$ cat src/rtl/ram_read_demux_pkg.sv
// ram_read_demux_pkg: shared destination/FSM enums, default RAM widths and destination priority helper
package ram_read_demux_pkg;
  localparam int RAM_ADDR_W = 16;
  localparam int RAM_DATA_W = 8;
  typedef enum logic [1:0] {DEST_LAYER, DEST_FILE, DEST_COMPRESS} dest_t;
  typedef enum logic [1:0] {IDLE, READ, DRAIN, FIN} state_t;
  function automatic dest_t dest_sel(input logic layer, input logic image);
    return layer ? DEST_LAYER : image ? DEST_FILE : DEST_COMPRESS;
  endfunction
endpackage

$ cat src/rtl/ram_read_demux_fifo.sv
// byte_fifo2: 2-entry byte FIFO; ports clk/rst, push/din write, pop, head output, count occupancy
module byte_fifo2 #(
  parameter int W = 8
) (
  input  logic         clk,
  input  logic         rst,
  input  logic         push,
  input  logic         pop,
  input  logic [W-1:0] din,
  output logic [W-1:0] head,
  output logic [1:0]   count
);
  logic [W-1:0] mem [2];
  logic wp, rp;
  assign head = mem[rp];
  always_ff @(posedge clk) begin
    if (rst) begin
      mem[0] <= '0;
      mem[1] <= '0;
      wp <= 1'b0;
      rp <= 1'b0;
      count <= 2'd0;
    end else begin
      if (push) begin
        mem[wp] <= din;
        wp <= ~wp;
      end
      if (pop) rp <= ~rp;
      count <= count + 2'(push) - 2'(pop);
    end
  end
endmodule

$ cat src/rtl/ram_read_demux.sv
// ram_read_demux: streams BaseAddr..+Length from RAM to one of Layer/File/Compress consumers with credit-limited reads
module ram_read_demux
  import ram_read_demux_pkg::*;
#(
  parameter int ADDR_W = RAM_ADDR_W,
  parameter int DATA_W = RAM_DATA_W
) (
  input  logic              clk,
  input  logic              rst,
  input  logic              Start,
  input  logic              Image,
  input  logic              Layer,
  input  logic [ADDR_W-1:0] BaseAddr,
  input  logic [ADDR_W:0]   Length,
  output logic              Busy,
  output logic              Done,
  output logic [ADDR_W-1:0] RamAddr,
  output logic              RamRd,
  input  logic [DATA_W-1:0] RamData,
  output logic [DATA_W-1:0] LayerOutput,
  output logic [DATA_W-1:0] DataOutFile,
  output logic [DATA_W-1:0] DataOutCompress,
  output logic              LayerValid,
  output logic              FileValid,
  output logic              CompressValid,
  input  logic              LayerReady,
  input  logic              FileReady,
  input  logic              CompressReady
);
  state_t state;
  dest_t dest;
  logic [ADDR_W:0] remaining;
  logic in_flight;
  logic [1:0] count;
  logic [DATA_W-1:0] head;
  logic ready, pop, rd_ok;
  always_comb begin
    ready = dest == DEST_LAYER ? LayerReady : dest == DEST_FILE ? FileReady : CompressReady;
    pop = (count != 2'd0) && ready;
    // buffered + in-flight bytes after this cycle's pop must leave room for the new read
    rd_ok = (state == READ) && (3'(count) + 3'(in_flight) - 3'(pop) < 3'd2);
  end
  assign RamRd = rd_ok;
  assign Busy = (state == READ) || (state == DRAIN);
  assign Done = state == FIN;
  assign LayerOutput = head;
  assign DataOutFile = head;
  assign DataOutCompress = head;
  assign LayerValid = (dest == DEST_LAYER) && (count != 2'd0);
  assign FileValid = (dest == DEST_FILE) && (count != 2'd0);
  assign CompressValid = (dest == DEST_COMPRESS) && (count != 2'd0);
  byte_fifo2 #(.W(DATA_W)) u_fifo (
    .clk(clk),
    .rst(rst),
    .push(in_flight),
    .pop(pop),
    .din(RamData),
    .head(head),
    .count(count)
  );
  always_ff @(posedge clk) begin
    if (rst) begin
      state <= IDLE;
      dest <= DEST_COMPRESS;
      RamAddr <= '0;
      remaining <= '0;
      in_flight <= 1'b0;
    end else begin
      in_flight <= rd_ok;
      case (state)
        IDLE: if (Start) begin
          dest <= dest_sel(Layer, Image);
          RamAddr <= BaseAddr;
          remaining <= Length;
          state <= Length == '0 ? FIN : READ;
        end
        READ: if (rd_ok) begin
          RamAddr <= RamAddr + ADDR_W'(1);
          remaining <= remaining - (ADDR_W+1)'(1);
          if (remaining == (ADDR_W+1)'(1)) state <= DRAIN;
        end
        DRAIN: if (!in_flight && (count == 2'd0 || (count == 2'd1 && pop))) state <= FIN;
        FIN: state <= IDLE;
      endcase
    end
  end
endmodule

$ cat config.mk
export PLATFORM = sky130hd
export DESIGN_NAME = ram_read_demux
export DESIGN_NICKNAME = d
export VERILOG_FILES = /design/src/rtl/ram_read_demux_pkg.sv /design/src/rtl/ram_read_demux_fifo.sv /design/src/rtl/ram_read_demux.sv
export SDC_FILE = /design/constraint.sdc
export NUM_CORES = 1
export LEC_CHECK = 0
export BUFFER_PORTS_ARGS = -buffer_cell sky130_fd_sc_hd__buf_2
export CORE_ASPECT_RATIO = 1.1
export CORE_MARGIN = 5
export CORE_UTILIZATION = 50
export DETAILED_ROUTE_END_ITERATION = 8
export PLACE_DENSITY = 0.86
export SETUP_SLACK_MARGIN = 0.4
export SYNTH_ARGS = -nofsm -noshare
export SYNTH_HDL_FRONTEND = slang
export SYNTH_SLANG_ARGS = --single-unit
$ cat constraint.sdc
create_clock -name clk -period 4.6 [get_ports clk]
set_clock_uncertainty 0.2 [all_clocks]
set_input_delay 0.46 -clock clk [delete_from_list [all_inputs] [get_ports clk]]
set_output_delay 0.46 -clock clk [all_outputs]
set_load 0.005 [all_outputs]
Word-level counts from Yosys, hierarchy flattened
Memories as Yosys holds them, arrays and structs flattened. A register that Yosys moved wholly into a read port is not among the register bits.
Cells that the tools add are included.
Word-level totals
  flip-flop bits (word level): 42
  bits in writable memories: 16
  logic and storage cells: 75
  memories: 1
Operators by class
  add/subtract/negate cells: 6
  order comparisons: 1
  eq/ne operators: 11
  mux-type cells: 26
  bitwise logic cells: 2
  reduce and logical (&&, ||, !) cells: 20
Memory list
  u_fifo.mem: words 2, bits a word 8, read ports 1, clocked after Yosys merged registers in 1, wr ports 2, line ram_read_demux_fifo.sv:13  | logic [W-1:0] mem [2];
Operator list (number)
  17-bit two-way mux: 2
  17-bit case mux with 2 select lines: 1
  16-bit two-way mux: 2
  16-bit case mux with 2 select lines: 1
  17-bit by 1-bit == test with 1-bit output (second input constant): 1
  17-bit logical NOT: 1
  17-bit by 1-bit subtractor with 17-bit output (second input constant): 1
  16-bit by 1-bit adder with 16-bit output (second input constant): 1
  2-bit two-way mux: 7
  1-bit two-way mux: 11
  8-bit two-way mux: 1
  2-bit case mux with 4 select lines: 1
  8-bit OR reduction: 1
  1-bit logical AND: 7
  2-bit by 1-bit == test with 1-bit output (second input constant): 3
  2-bit == test (second input constant): 3
  2-bit logical NOT: 3
  2-bit by 1-bit inequality test with 1-bit output (second input constant): 2
  2-bit inequality test (second input constant): 2
  4-bit AND reduction: 1
  2-bit nonzero test: 2
  2-bit by 1-bit adder with 3-bit output: 1
  3-bit by 2-bit < comparator with 1-bit output (second input constant): 1
  3-bit AND reduction: 1
  7 further kinds: 9

Logic depth before layout (Yosys ltp)
  word-level depth: 9
  mapped depth: 14
  gate-level depth less buffers: 12

Cells and area by module
From an unflattened synthesis, not the netlist that was laid out.
Second synthesis, totals
  cell total of the unflattened synthesis: 422
  area, all modules: 3595.9 um2
By module, submodules not included
  ram_read_demux: instances 1, cells each 350, area each 2678.8 um2, sequential area each 760.7 um2
  byte_fifo2: instances 1, cells each 72, area each 917.1 um2, sequential area each 580.6 um2

Worst setup path before layout
No wires, ideal clock.
  path type: input -> register
  start: input port FileReady
  end: register state[0]
  data arrival time: 2.891 ns
  data required time: 4.314 ns
  setup slack: 1.423 ns
  cell stages on the path: 11
  path through: mux2i_1 -> o21ai_0 -> nor2b_1 -> ha_1 -> inv_1 -> ha_1 -> fa_1 -> or4bb_1 -> o32ai_4 -> nand2_2 -> a221oi_2
On the way
  word-level cells in the longest chain between the ends: 8
Ends and longest elaborated chain
  from (decl): line ram_read_demux.sv:27  | input logic FileReady,
  1-bit two-way mux (*) (2 in series): line ram_read_demux.sv:38  | ready = dest == DEST_LAYER ? LayerReady : dest == DEST_FILE ? FileReady : CompressReady;
  1-bit logical AND (*): line ram_read_demux.sv:39  | pop = (count != 2'd0) && ready;
  net pop: line ram_read_demux.sv:36  | logic ready, pop, rd_ok;
  3-bit by 1-bit subtractor with 3-bit output or 1-bit logical AND (tied branches): line ram_read_demux.sv:41, ram_read_demux.sv:82
  3-bit by 2-bit < comparator with 1-bit output or 1-bit logical OR (tied branches): line ram_read_demux.sv:41, ram_read_demux.sv:82
  1-bit logical AND (on tied branches): line ram_read_demux.sv:41, ram_read_demux.sv:82
  2-bit inequality test (no line) or 2-bit by 1-bit inequality test with 1-bit output (tied branches)
  4-bit AND reduction (no line) (*)
  to (signal assigned): line ram_read_demux.sv:75  | state <= Length == '0 ? FIN : READ;
  to (decl): line ram_read_demux.sv:30  | state_t state;
Mark *: on every way through the listed nets, which the timed path passes. The rest lies on a longest branch.
A chain may end at the register's enable or synchronous reset.

Final worst setup path
  start: register dest[0]
  end: register RamAddr[7]
On the way
  word-level cells in the longest chain between the ends: 9
Ends and longest elaborated chain
  from (decl): line ram_read_demux.sv:31  | dest_t dest;
  from (signal assigned): line ram_read_demux.sv:72  | dest <= dest_sel(Layer, Image);
  2-bit by 1-bit == test with 1-bit output: line ram_read_demux.sv:38
  1-bit two-way mux: line ram_read_demux.sv:38
  1-bit two-way mux (*): line ram_read_demux.sv:38
  1-bit logical AND (*): line ram_read_demux.sv:39
  net pop: line ram_read_demux.sv:36
  3-bit by 1-bit subtractor with 3-bit output (*): line ram_read_demux.sv:41  | rd_ok = (state == READ) && (3'(count) + 3'(in_flight) - 3'(pop) < 3'd2);
  3-bit by 2-bit < comparator with 1-bit output (*): line ram_read_demux.sv:41
  1-bit logical AND (*): line ram_read_demux.sv:41
  2-bit inequality test (no line) (*)
  3-bit AND reduction (no line) (*)
  to (signal assigned): line ram_read_demux.sv:73  | RamAddr <= BaseAddr;
  to (signal assigned): line ram_read_demux.sv:78  | RamAddr <= RamAddr + ADDR_W'(1);
  to (decl): line ram_read_demux.sv:17  | output logic [ADDR_W-1:0] RamAddr,
Marked as above.

==> reports/results.md <==
| Metric | This run | Unit |
|---|---|---|
| Area inside the core boundary | 6970 | um2 |
| Initial antenna violation count | 0 | - |
| Count of final max-slew check failures | 0 | - |
| Data arrival time of the critical path | 3.55 | ns |
| # nets final | 541 | - |
| Synth Register Bits | 59 | - |
| EDFF count, synth | 16 | - |
| Core Util, Final | 59.6 | % |
| Final critical delay including setup and external delays | 3.49 | ns |
| Detailed-route wire length | 8870 | um |
| Average vias per placed instance | 5.82 | - |
| Run status | finished clean | - |
| Leakage power | 0.00175 | uW |
| Wire per inst | 15.5 | um |
| Cell types with the highest counts after synthesis | 43 x dfxtp_1, 39 x nand2_1, 31 x a21oi_1 | - |
| Initial Utilization | 51.0 | % |
| Portion of synthesized cell area occupied by the leading cell type | 24.2 | % |
| Die extent in x | 90.4 | um |
| Largest buffer count on any clock path | 2 | - |
| Relative slew slack | 34.8 | % |
| Weighted congestion at the end of routability-driven global placement | 0.929 | - |
| Largest fanout of any net on the critical path | 25 | - |
| Library cell with the highest instance count after synthesis | dfxtp_1 | - |
| CTS Hold Buffers Added | 0 | - |
| Clock transition at the register clock pins on the worst setup and hold paths after CTS | 0.07 | ns |
| Number of endpoints failing setup at the final stage | 0 | - |
| Path category of the worst min-delay check | primary input to flip-flop | - |
| Relative contribution of the clock network to total power | 17.0 | % |
| Die ar. | 8890 | um2 |
| Relative contribution of combinational cells to total power | 52.3 | % |
| Top achievable clock speed | 0.287 | GHz |
| Number of H-tree levels | 3 | - |
| Setup repair after global routing missed its margin | no | - |
| Setup Buffers After CTS | 0 | - |
| Largest cells by area after synthesis | dfxtp_1 24%, edfxtp_1 14%, a21oi_1 4.4%, nand2_1 4.1%, buf_4 3.6% | - |
| Clock Root Buffer | clkbuf_8 | - |
| Post-cts resize count | 0 | - |
| Netlist Area Pre-Place | 3550 | um2 |
| Total negative slack | 0 | ns |
| Average cell area after synthesis | 8.60 | um2 |
| Area used by sequential logic in the layout | 1340 | um2 |
| Dominant synthesized flop cell | dfxtp_1 | - |
| Power density cells | 718 | nW/um2 |
| Post-detailed-route DRC marker count | 0 | - |
| FILL cells | 620 | - |
| Leading area contributor after synthesis | dfxtp_1 | - |
| Actual transition at the worst max-transition pin | 0.977 | ns |
| PnR Total Power | 2980 | uW |
| TritonCTS clock tree | done | - |
| Pin count of the biggest net entering global routing | 51 | - |
| Crit path required time | 4.66 | ns |
| Height of the die | 98.4 | um |
| Share of final-layout standard cells stronger than drive strength 1 | 27.3 | % |
| Boundary Pins | 95 | - |
| TritonCTS Buffers | 9 | - |
| Port Buffer Count | 94 | - |
| Total number of placement rows | 32 | - |
| Final Hold Fails | 0 | - |
| Detailed placer's ending HPWL | 6280 | um |
| Kind of end point of the critical path | flip-flop | - |
| Iteration-0 DRC Markers | 167 | - |
| Sequential group share of total power | 30.7 | % |
| Number of violations of the max-capacitance limit | 0 | - |
| Fraction of the cycle the final worst path needs | 75.9 | % |
| Diodes inserted | 0 | - |
| Synthesized instance count | 413 | - |
| Synth Net Count | 472 | - |
| Remaining antenna violation count after routing | 0 | - |
| Layout overhead on the synthesized area | 16.8 | % |
| Final hold slack | 0.198 | ns |
| Cell-internal power | 1640 | uW |
| Yosys Warn Count | 0 | - |
| Drt pass-1 iters | 5 | - |
| Classification of the worst setup path | flip-flop to flip-flop | - |
| DR vias | 3330 | - |
| Switching share of power | 44.8 | % |
| FFs w/ async S/R, synth | 0 | % |
| Clock Sinks | 59 | - |
| Wire length of the first global-routing pass | 14900 | um |
| Switching power total | 1330 | uW |
| Total global routing overflow | 0 | - |
| Footprint of the multi-input gates | 1930 | um2 |
| Synth unique cells | 69 | - |
| Clock latency at the later pin of the worst-skew pair | 0.34 | ns |
| Final cell area excluding filler cells | 4150 | um2 |
| Peak supply drop | 563 | uV |
| Kind of start point of the critical path | flip-flop | - |
| Cell Area, Placed | 3940 | um2 |
| Vias in the first global route | 3178 | - |
| Combined global-route utilization of all metal layers | 20.0 | % |
| Portion of the post-synthesis area used by sequential elements | 37.7 | % |
registers in the layout, indices dropped and copies added (netlist names), named ones only:
name          count
u_fifo.wp         1
u_fifo.rp         1
state             2
RamAddr          16
dest              2
u_fifo.count      2
u_fifo.mem       16
remaining        17
in_flight         1
final cells by class:
type / instances / area share, %
clock buffer: 9 / 2.99
clock inverter: 7 / 1.99
inverter: 19 / 1.72
multi-input combinational: 296 / 46.5
sequential: 59 / 32.3
tap: 85 / 2.56
timing repair buffer: 97 / 11.9
critical path, cell delays in order, from the launching register on:
cell and delay [ns]:
dfxtp_1 0.40, mux2i_1 0.24, o21ai_0 0.09, nor2b_1 0.16
ha_1 0.29, inv_1 0.04, ha_1 0.19, fa_1 0.37
xor2_1 0.16, nand3b_1 0.19, a21o_1 0.66, o21ai_0 0.24
a21oi_1 0.18
power groups by stage:
stage               clock network, uW  registers [uW]  logic (uW)
CTS                               510             912        1550
floorplan                           0             872        1210
global placement                    0             910        1490
detailed placement                  0             921        1540
finish                            506             915        1560
global route                      538             945        1750
per-stage QoR:
| step | setup WS (ns) | std cells |
|---|---|---|
| finish | 1.11 | 572 |
| global route | 0.749 | 572 |
| CTS | 1.11 | 572 |
| detailed placement | 1.04 | 556 |
| global placement | 1.16 | 556 |
| floorplan | 1.42 | 413 |
routing by layer:
layer	GRT usage, %	routed length, um
met1	24.9	3710
met2	33.4	4340
met4	6.30	86
met3	5.80	731
met5	0	0
logic make-up after synthesis:
logic type / count (synthesis) / synth area share [%]
AND/OR/NAND/NOR: 156 / 24.2
AO/OA/AOI/OAI: 116 / 22.2
flip-flops: 59 / 37.7
buffers and inverters: 58 / 8.03
multiplexers: 11 / 3.38
adder cells (fa/ha/maj): 10 / 3.73
XOR/XNOR: 3 / 0.740
final timing paths:
| check | start | to | slack, ns | cells after the start |
|---|---|---|---|---|
| worst min register to register | remaining[16]$_SDFFE_PP0P_ | remaining[16]$_SDFFE_PP0P_ | 0.28 | 2 |
| worst min-delay path | RamData[5] | u_fifo.mem[1][5]$_SDFFCE_PN0P_ | 0.20 | 2 |
| worst max register to register | dest[0]$_SDFFE_PP0P_ | RamAddr[7]$_SDFFE_PP0P_ | 1.11 | 12 |
| worst max-delay path | dest[0]$_SDFFE_PP0P_ | RamAddr[7]$_SDFFE_PP0P_ | 1.11 | 12 |
cell usage in the layout, fill, tap and decap left out, types with 3 or more instances in the layout:
| cell type | netlist | layout |
|---|---|---|
| a211oi_1 | 10 | 10 |
| a21o_1 | 5 | 5 |
| a21oi_1 | 31 | 30 |
| a31oi_1 | 6 | 6 |
| and2_1 | 18 | 18 |
| and3_1 | 5 | 5 |
| buf_2 | 3 | 94 |
| buf_4 | 17 | 3 |
| clkbuf_8 | 0 | 9 |
| clkinv_2 | 0 | 3 |
| dfxtp_1 | 43 | 43 |
| edfxtp_1 | 16 | 16 |
| ha_1 | 9 | 9 |
| inv_1 | 19 | 19 |
| mux2_2 | 8 | 8 |
| mux2i_1 | 3 | 3 |
| nand2_1 | 39 | 39 |
| nand2b_1 | 7 | 7 |
| nand3_1 | 9 | 9 |
| nand3b_1 | 4 | 4 |
| nand4_1 | 4 | 4 |
| nor2_1 | 27 | 27 |
| nor2b_1 | 7 | 7 |
| nor3_1 | 6 | 6 |
| nor3b_1 | 5 | 5 |
| nor4_1 | 7 | 7 |
| o21ai_0 | 24 | 24 |
| o22ai_1 | 4 | 4 |
| o2bb2ai_1 | 8 | 8 |
| o31ai_1 | 4 | 4 |
| o32ai_1 | 4 | 4 |
Note: power is estimated with default switching activity, not from simulation.
